File: src/rtl/regfile_port_arbiter.sv
// Round-robin arbiter that shares the register-file write/SR1 port between
// the datapath (port 0) and the debug console (port 1). It also runs a
// clear sweep that zeroes every register, one register per cycle.
module regfile_port_arbiter #(
   parameter int unsigned DATA_W = 16,
   parameter int unsigned ADDR_W = 3
) (
   input  logic              Clk,
   input  logic              Reset,
   input  logic [1:0]        req,
   input  logic [1:0]        we,
   input  logic [ADDR_W-1:0] addr0,
   input  logic [ADDR_W-1:0] addr1,
   input  logic [DATA_W-1:0] wdata0,
   input  logic [DATA_W-1:0] wdata1,
   output logic [1:0]        ack,
   output logic [DATA_W-1:0] rdata,
   input  logic              clr_start,
   output logic              clr_busy,
   output logic              clr_done,
   output logic              rf_Load,
   output logic [ADDR_W-1:0] rf_DRIN,
   output logic [DATA_W-1:0] rf_DataIn,
   output logic [ADDR_W-1:0] rf_SR1in,
   input  logic [DATA_W-1:0] rf_SR1out
);

   localparam int unsigned NREGS = 2 ** ADDR_W;
   localparam int unsigned CNT_W = ADDR_W + 1;

   typedef enum logic [1:0] {
      S_IDLE,
      S_ACCESS,
      S_ACK,
      S_SWEEP
   } state_e;

   state_e              state_q;
   logic [1:0]          ack_q;
   logic [DATA_W-1:0]   rdata_q;
   logic                clr_done_q;
   logic                clr_pend_q;
   logic                last_gnt_q;
   logic                idx_q;
   logic [ADDR_W-1:0]   addr_q;
   logic                we_q;
   logic [DATA_W-1:0]   wdata_q;
   logic [CNT_W-1:0]    cnt_q;

   logic                gnt_d;
   logic [CNT_W-1:0]    cnt_d;
   logic                sweep_last;

   // Winner selection: a lone requester wins; on a tie the port not granted last time wins.
   always_comb begin
      gnt_d      = req[1] & (~req[0] | ~last_gnt_q);
      cnt_d      = cnt_q + CNT_W'(1);
      sweep_last = (cnt_q == CNT_W'(NREGS - 1));
   end

   // Control FSM with latched command, registered ack/rdata/clr_done.
   always_ff @(posedge Clk) begin
      if (Reset) begin
         state_q    <= S_IDLE;
         ack_q      <= '0;
         rdata_q    <= '0;
         clr_done_q <= 1'b0;
         clr_pend_q <= 1'b0;
         last_gnt_q <= 1'b1;
         idx_q      <= 1'b0;
         addr_q     <= '0;
         we_q       <= 1'b0;
         wdata_q    <= '0;
         cnt_q      <= '0;
      end else begin
         ack_q      <= '0;
         clr_done_q <= 1'b0;
         case (state_q)
            S_IDLE: begin
               if (clr_start || clr_pend_q) begin
                  clr_pend_q <= 1'b0;
                  cnt_q      <= '0;
                  state_q    <= S_SWEEP;
               end else if (req != 2'b00) begin
                  idx_q      <= gnt_d;
                  last_gnt_q <= gnt_d;
                  addr_q     <= gnt_d ? addr1 : addr0;
                  we_q       <= we[gnt_d];
                  wdata_q    <= gnt_d ? wdata1 : wdata0;
                  state_q    <= S_ACCESS;
               end
            end
            S_ACCESS: begin
               if (!we_q) begin
                  rdata_q <= rf_SR1out;
               end
               ack_q[idx_q] <= 1'b1;
               if (clr_start) begin
                  clr_pend_q <= 1'b1;
               end
               state_q <= S_ACK;
            end
            S_ACK: begin
               if (clr_start) begin
                  clr_pend_q <= 1'b1;
               end
               state_q <= S_IDLE;
            end
            S_SWEEP: begin
               cnt_q <= cnt_d;
               if (sweep_last) begin
                  clr_done_q <= 1'b1;
                  state_q    <= S_IDLE;
               end
            end
            default: state_q <= S_IDLE;
         endcase
      end
   end

   // Register-file drive decoded from the current state and the latched command.
   always_comb begin
      rf_Load   = 1'b0;
      rf_DRIN   = '0;
      rf_DataIn = '0;
      rf_SR1in  = '0;
      case (state_q)
         S_ACCESS: begin
            rf_Load   = we_q;
            rf_DRIN   = addr_q;
            rf_DataIn = wdata_q;
            rf_SR1in  = addr_q;
         end
         S_SWEEP: begin
            rf_Load = 1'b1;
            rf_DRIN = cnt_q[ADDR_W-1:0];
         end
         default: ;
      endcase
   end

   assign ack      = ack_q;
   assign rdata    = rdata_q;
   assign clr_done = clr_done_q;
   assign clr_busy = (state_q == S_SWEEP);

endmodule

File: config.mk
export PLATFORM = sky130hd
export DESIGN_NAME = regfile_port_arbiter
export DESIGN_NICKNAME = d
export VERILOG_FILES = /design/src/rtl/regfile_port_arbiter.sv
export SDC_FILE = /design/constraint.sdc
export NUM_CORES = 1
export LEC_CHECK = 0
export CORE_MARGIN = 2
export CORE_UTILIZATION = 39
export CTS_BUF_LIST = sky130_fd_sc_hd__clkbuf_4 sky130_fd_sc_hd__clkbuf_8
export DETAILED_ROUTE_END_ITERATION = 8
export GPL_ROUTABILITY_DRIVEN = 0
export PLACE_DENSITY = 0.85
export SLEW_MARGIN = 0
export SYNTH_ARGS = -nofsm -noshare
export SYNTH_HDL_FRONTEND = slang
export SYNTH_SLANG_ARGS = --single-unit
export TNS_END_PERCENT = 1
File: constraint.sdc
create_clock -name Clk -period 1.64 [get_ports Clk]
set_input_delay 0.246 -clock Clk [delete_from_list [all_inputs] [get_ports Clk]]
set_output_delay 0.246 -clock Clk [all_outputs]
set_load 0.05 [all_outputs]
==> metrics.txt, run 1 <==
hold_sp Reset; global-route wire length before repair 11100 um; root buffer cell clkbuf_8; Routed WL per cell 15.3 um; crit-path leading delay family buffers and inverters; crit end category primary output; Mapped Area 2290 um2; max-slew violation count 0; Core Util, Final 0.724; vias in the first global route about 2400; failing checks negative setup slack; sequential share of the synthesized area 0.419; final setup fails 9; ratio of final minimum period to clock period 1.06; H-tree levels 2; LEAKAGE 1.58 nW; area leader, netlist dfxtp_1; worst hold path class in2reg; clk_skew just over 0.006 ns; Die ar. ~6500 um2; crit path time final between 1.5 and 2 ns; Net count, final between 400 and 500; kind of start point of the critical path flip-flop; Hold EP idx_q$_SDFFE_PP0P_; relative slew slack 0.754; Critical Setup Path Class reg2out; core footprint between 5000 and 6000 um2; Compound-Gate Fraction of Synth Area 0.202; Final Hold Vio Count 0; RSZ-0062 raised after global routing true; initial core utilization 0.411; Via Count between 2000 and 2500; R2R setup slack -0.06 ns; top-area cell type share of the netlist area 0.419; xor/xnor cell area share of the yosys netlist 0; gr usage total 0.223; num rows 27; CTS Buffer Depth 2; reg2reg start state_q[0]$_SDFFE_PP0P_; Ant. Diodes 0; Syn Area/Cell roughly 8.7 um2; CP Cell Sequence buf_6 -> ha_4 -> clkinvlp_4 -> o2bb2ai_4 -> buf_12; Die Y approximately 81 um; post-synthesis mux area share 0.0961; Sw Ratio 0.407; Ys Warns 0; clock power share 0.161; flops & latches, synth between 40 and 50; CTS sink count 48; switching pwr roughly 2.3 mW; # IOs 104; combinational family with the most area after synthesis compound AO/OA/AOI/OAI gates; total grt overflow 0; Clk Latency, worst-skew pair approximately 0.3 ns; drt pass-1 iters 4; # hold bufs at CTS 0; f_max between 0.5 and 0.6 GHz; die span in x around 80 um; hold path cells 2; hpwl dp 5260 um; CTS clk-pin slew, worst paths ~0.080 ns; Mapped Nets between 300 and 400; Unique masters post-synth 33; total CTS buffers 5; Synth Area in Simple Gates 0.190; Internal roughly 3.3 mW; share of layout cells above drive strength 1 0.324; delay of the slowest critical-path stage ~0.38 ns; power density over cell area 1370 nW/um2; initial DRC count 94; port buffer count 103; initial antenna violation count 0; drt total wl 6930 um; critical path required time approximately 1.4 ns; max_cap viols 0; worst vdd ir 725 uV; area grow syn2layout 76.1%; Buf/Inv on CP 3; pin count of the biggest net entering global routing 21; status finished with violations; fin worst setup slack -0.104 ns; Syn Inst Count approximately 260; Worst R2R Path Depth 6; CP max-delay cell dfxtp_4; Adder-Cell Fraction of Synth Area 0.0382; Overall Power 5.54 mW; crit path max fanout 5; TritonCTS clock tree done; Gate power share 0.543; reg2reg end we_q$_SDFFE_PP0P_; sequential group share of total power 0.295; vias per cell about 5.2; Residual DRC 0; DRT antenna net count 0; Slew @ Worst Pin between 0.3 and 0.4 ns; worst path arrival time 1.50 ns; top cells by area, synth dfxtp_1 (42%), mux2i_1 (9.6%), a21oi_1 (9.4%), a211oi_1 (6.9%), nand2_1 (6.1%)
[placed cells by master (no fill, tap or decap), drive strengths merged]
master | netlist | final
a211o | 1 | 1
a211oi | 21 | 21
a21boi | 1 | 1
a21oi | 43 | 43
a22oi | 1 | 1
and2 | 19 | 19
and3 | 2 | 2
buf | 7 | 71
bufinv | 0 | 1
clkbuf | 13 | 6
clkdlybuf4s50 | 0 | 59
clkinv | 0 | 1
clkinvlp | 0 | 1
dfxtp | 48 | 48
ha | 7 | 7
inv | 4 | 3
mux2i | 22 | 22
nand2 | 37 | 37
nand2b | 1 | 1
nand3 | 2 | 2
nand3b | 1 | 1
nor2 | 11 | 11
nor2b | 2 | 2
nor3 | 1 | 1
nor3b | 3 | 3
nor4b | 1 | 1
o21ai | 4 | 4
o2bb2ai | 3 | 3
o31ai | 2 | 2
or2 | 1 | 1
or3 | 1 | 1
or3b | 1 | 1
or4 | 2 | 2
[final cells by class]
cell class              instances  area (um2)
fillers                       412        1540
repair buffers                130        1460
multi-input cells             190        1380
flip-flops and latches         48         966
well taps                      72        90.1
clock buffers                   6        82.6
clock inverters                 2        38.8
inverters                       4        18.8
[power by group through the flow]
stage                     logic, mW  clock network [mW]  registers [mW]
after detailed placement       2.75                   0            1.63
final                          3.01               0.894            1.63
after global routing           3.22               0.966            1.66
after CTS                      2.99               0.910            1.63
after floorplan                1.35                   0            1.92
after global placement         2.68                   0            1.60
[what timing repair did]
action	in CTS	in global routing
gates resized for setup	43	4
setup buffers	3	0
pin swaps	5	3
setup endpoints to repair	44	45
[kinds of logic (layout without fill, tap and decap cells)]
group           Yosys count  count (layout)
flops                    48              48
simple gates             85              85
mux                      22              22
fa+ha+maj                 7               7
buf+inv                  24             142
compound gates           76              76
[flip-flops by register name (all words and copies together), names as in the netlist]
register    cells
clr_done        1
wdata_q        16
rdata          16
idx_q           1
clr_pend_q      1
cnt_q           4
last_gnt_q      1
we_q            1
state_q         2
addr_q          3
ack             2
[worst max path at each step]
stage | start | end | slack, ns | cells after the start
5_1_grt | state_q[0]$_SDFFE_PP0P_ | rf_DRIN[1] | -0.15 | 5
2_1_floorplan | state_q[1]$_SDFFE_PP0P_ | rf_DataIn[10] | -0.08 | 5
4_1_cts | state_q[0]$_SDFFE_PP0P_ | rf_DRIN[1] | -0.11 | 5
3_5_place_dp | clr_start | wdata_q[10]$_SDFFE_PP0P_ | -0.16 | 5
3_3_place_gp | clr_start | wdata_q[9]$_SDFFE_PP0P_ | -0.11 | 5
6_report | state_q[0]$_SDFFE_PP0P_ | rf_DRIN[1] | -0.10 | 5
[layer usage]
layer,wire [um],up-vias,track usage,share of wire
met2,3600,108,0.413,0.52
met4,152,0,0.0831,0.022
met3,634,12,0.0753,0.092
met1,2550,1074,0.232,0.37
met5,0,-,0,0
li1,-,1150,-,-
[per-stage QoR]
stage	setup slack (ns)	hold WS, ns	setup TNS [ns]	instance area [um2]	instances
floorplan	-0.0803	0.382	-0.796	2360	262
global placement	-0.113	0.443	-1.88	3750	441
detailed placement	-0.164	0.453	-2.94	3750	441
CTS	-0.112	0.297	-0.379	4030	452
global route	-0.148	0.322	-2.74	4030	452
finish	-0.104	0.306	-0.432	4030	452
[cell usage after synthesis (all sizes together)]
cell / n
a211o: 1
a211oi: 21
a21boi: 1
a21oi: 43
a22oi: 1
and2: 19
and3: 2
buf: 7
clkbuf: 13
dfxtp: 48
ha: 7
inv: 4
mux2i: 22
nand2: 37
nand2b: 1
nand3: 2
nand3b: 1
nor2: 11
nor2b: 2
nor3: 1
nor3b: 3
nor4b: 1
o21ai: 4
o2bb2ai: 3
o31ai: 2
or2: 1
or3: 1
or3b: 1
or4: 2
Power figures use the tool's default switching activity.
==> run 2: changes to the inputs <==
--- a/config.mk
+++ b/config.mk
@@ -5,7 +5,7 @@
 export SDC_FILE = /design/constraint.sdc
 export NUM_CORES = 1
 export LEC_CHECK = 0
-export CORE_MARGIN = 2
+export CORE_MARGIN = 5
 export CORE_UTILIZATION = 39
 export CTS_BUF_LIST = sky130_fd_sc_hd__clkbuf_4 sky130_fd_sc_hd__clkbuf_8
 export DETAILED_ROUTE_END_ITERATION = 8
==> metrics.txt, run 2 (synthesized netlist as in run 1, its figures left out) <==
die span in x 86.6 um (was 80.6 um); Hold Slack 0.322 ns (was 0.306 ns); crit-path leading delay family buffers and inverters (unchanged); CTS Buffer Depth 2 (unchanged); multi-input logic area 1400 um2 (was 1380 um2); TritonCTS clock tree done (unchanged); Core Util, Final 0.706 (was 0.724); global-route wire length before repair 11400 um (was 11100 um); CTS sink count 48 (unchanged); worst vdd ir 614 uV (was 725 uV); root buffer cell clkbuf_8 (unchanged); final instance area 4100 um2 (was 4030 um2); switching pwr 2.27 mW (was 2.25 mW); Reg area 966 um2 (unchanged); Final Hold Vio Count 0 (unchanged); crit end category primary output (unchanged); fin worst setup slack -0.196 ns (was -0.104 ns); crit path max fanout 6 (was 5); clock power share 0.180 (was 0.161); critical path required time 1.39 ns (about the same); worst path arrival time 1.59 ns (was 1.50 ns); vias per cell 5.04 (was 5.19); Clk Latency, worst-skew pair 0.31 ns (was 0.30 ns); Die ar. 7510 um2 (was 6500 um2); crit path time final 1.84 ns (was 1.74 ns); ratio of final minimum period to clock period 1.12 (was 1.06); Sw Ratio 0.398 (was 0.407); initial DRC count 90 (was 94); total grt overflow 0 (unchanged); max-slew violation count 0 (unchanged); hold path cells 2 (unchanged); leading cell type in the layout, fill and taps excluded clkdlybuf4s50_1 (unchanged); worst hold path class in2reg (unchanged); Net count, final 448 (was 447); final setup fails 7 (was 9); status finished with violations (unchanged); initial antenna violation count 0 (unchanged); filler cell count 450 (was 412); share of layout cells above drive strength 1 0.331 (was 0.324); Residual DRC 0 (unchanged); commonest cells after routing, fill and taps aside clkdlybuf4s50_1 (59), dfxtp_1 (46), a21oi_1 (41) (was clkdlybuf4s50_1 (59), dfxtp_1 (46), a21oi_1 (42)); clk_skew 0.0108 ns (was 0.00614 ns); Area after DPL 3760 um2 (was 3750 um2); Via Count 2298 (was 2344); f_max 0.545 GHz (was 0.574 GHz); Internal 3.44 mW (was 3.28 mW); H-tree levels 2 (unchanged); vias in the first global route 2470 (was 2421); # IOs 104 (unchanged); area grow syn2layout 79.1% (was 76.1%); Ant. Diodes 0 (unchanged); Slew @ Worst Pin 0.395 ns (was 0.364 ns); sequential group share of total power 0.286 (was 0.295); RSZ-0062 raised after global routing true (unchanged); pre-CTS setup slack -0.166 ns (was -0.164 ns); DRT antenna net count 0 (unchanged); port buffer count 103 (unchanged); Buf/Inv on CP 3 (unchanged); failing checks negative setup slack (unchanged); num rows 28 (was 27); initial core utilization 0.394 (was 0.411); pin count of the biggest net entering global routing 21 (unchanged); relative slew slack 0.736 (was 0.754); Worst R2R Path Depth 7 (was 6); drt pass-1 iters 4 (unchanged); gr usage total 0.189 (was 0.223); CP max-delay cell dfxtp_4 (unchanged); Routed WL per cell 15.3 um (about the same); drt total wl 6990 um (was 6930 um); hpwl dp 5210 um (was 5260 um); Worst path depth 5 (unchanged); CP Cell Sequence buf_6 -> ha_4 -> clkinvlp_4 -> o2bb2ai_4 -> buf_12 (unchanged); Critical Setup Path Class reg2out (unchanged); Gate power share 0.534 (was 0.543); LEAKAGE 1.60 nW (was 1.58 nW); max_cap viols 0 (unchanged); power density over cell area 1390 nW/um2 (was 1370 nW/um2); core footprint 5820 um2 (was 5570 um2); kind of start point of the critical path flip-flop (unchanged); CTS clk-pin slew, worst paths 0.09 ns (was 0.08 ns); delay of the slowest critical-path stage 0.39 ns (was 0.38 ns); Die Y 86.6 um (was 80.6 um); total CTS buffers 5 (unchanged)
[run 2: final timing paths]
kind	slack, ns	to	startpoint
min reg2reg	0.46	ack[0]$_SDFF_PP0_	idx_q$_SDFFE_PP0P_
max reg2reg	-0.12	cnt_q[0]$_SDFFE_PP0P_	state_q[0]$_SDFFE_PP0P_
min	0.32	cnt_q[2]$_SDFFE_PP0P_	Reset
max	-0.20	rf_DRIN[1]	state_q[0]$_SDFFE_PP0P_
[run 2: power groups by stage]
| stage | Sequential [mW] | Combinational, mW | Clock (mW) |
|---|---|---|---|
| 2_1_floorplan | 1.92 | 1.35 | 0 |
| 3_3_place_gp | 1.60 | 2.67 | 0 |
| 3_5_place_dp | 1.62 | 2.74 | 0 |
| 4_1_cts | 1.60 | 2.82 | 1.05 |
| 5_1_grt | 1.68 | 3.27 | 1.11 |
| 6_report | 1.64 | 3.05 | 1.03 |
[run 2: metrics by stage]
step,TNS (ns),instances,power [mW]
3_3_place_gp,-2.36,442,4.27
2_1_floorplan,-0.796,262,3.27
4_1_cts,-3.27,452,5.47
3_5_place_dp,-4.55,442,4.36
5_1_grt,-2.74,456,6.05
6_report,-0.716,456,5.71
[run 2: cell type report]
cell class              instances  share of cell area
flip-flops and latches         48               0.235
clock inverters                 3              0.0168
multi-input cells             190               0.340
clock buffers                   5              0.0168
well taps                      75              0.0229
repair buffers                131               0.363
inverters                       4             0.00518
[run 2: metal layers]
| metal | routed length [um] | vias to the layer above | global-route usage |
|---|---|---|---|
| li1 | - | 1152 | - |
| met1 | 2690 | 1038 | 0.203 |
| met2 | 3520 | 98 | 0.342 |
| met3 | 669 | 10 | 0.0684 |
| met4 | 107 | 0 | 0.0595 |
| met5 | 0 | - | 0 |
[run 2: timing repair]
| item | 4_1_cts | 5_1_grt |
|---|---|---|
| pin swaps | 1 | 7 |
| resized for setup | 11 | 39 |
| hold buffers | 0 | 0 |
| setup buffers | 2 | 4 |
| setup endpoints to repair | 62 | 56 |
==> run 3: changes to the inputs <==
--- a/config.mk
+++ b/config.mk
@@ -5,6 +5,8 @@
 export SDC_FILE = /design/constraint.sdc
 export NUM_CORES = 1
 export LEC_CHECK = 0
+export ABC_CLOCK_PERIOD_IN_PS = 1640
+export CAP_MARGIN = 20
 export CORE_MARGIN = 5
 export CORE_UTILIZATION = 39
 export CTS_BUF_LIST = sky130_fd_sc_hd__clkbuf_4 sky130_fd_sc_hd__clkbuf_8
==> results of run 3 <==
Final layout, timing and power as in run 2 (identical DEF).
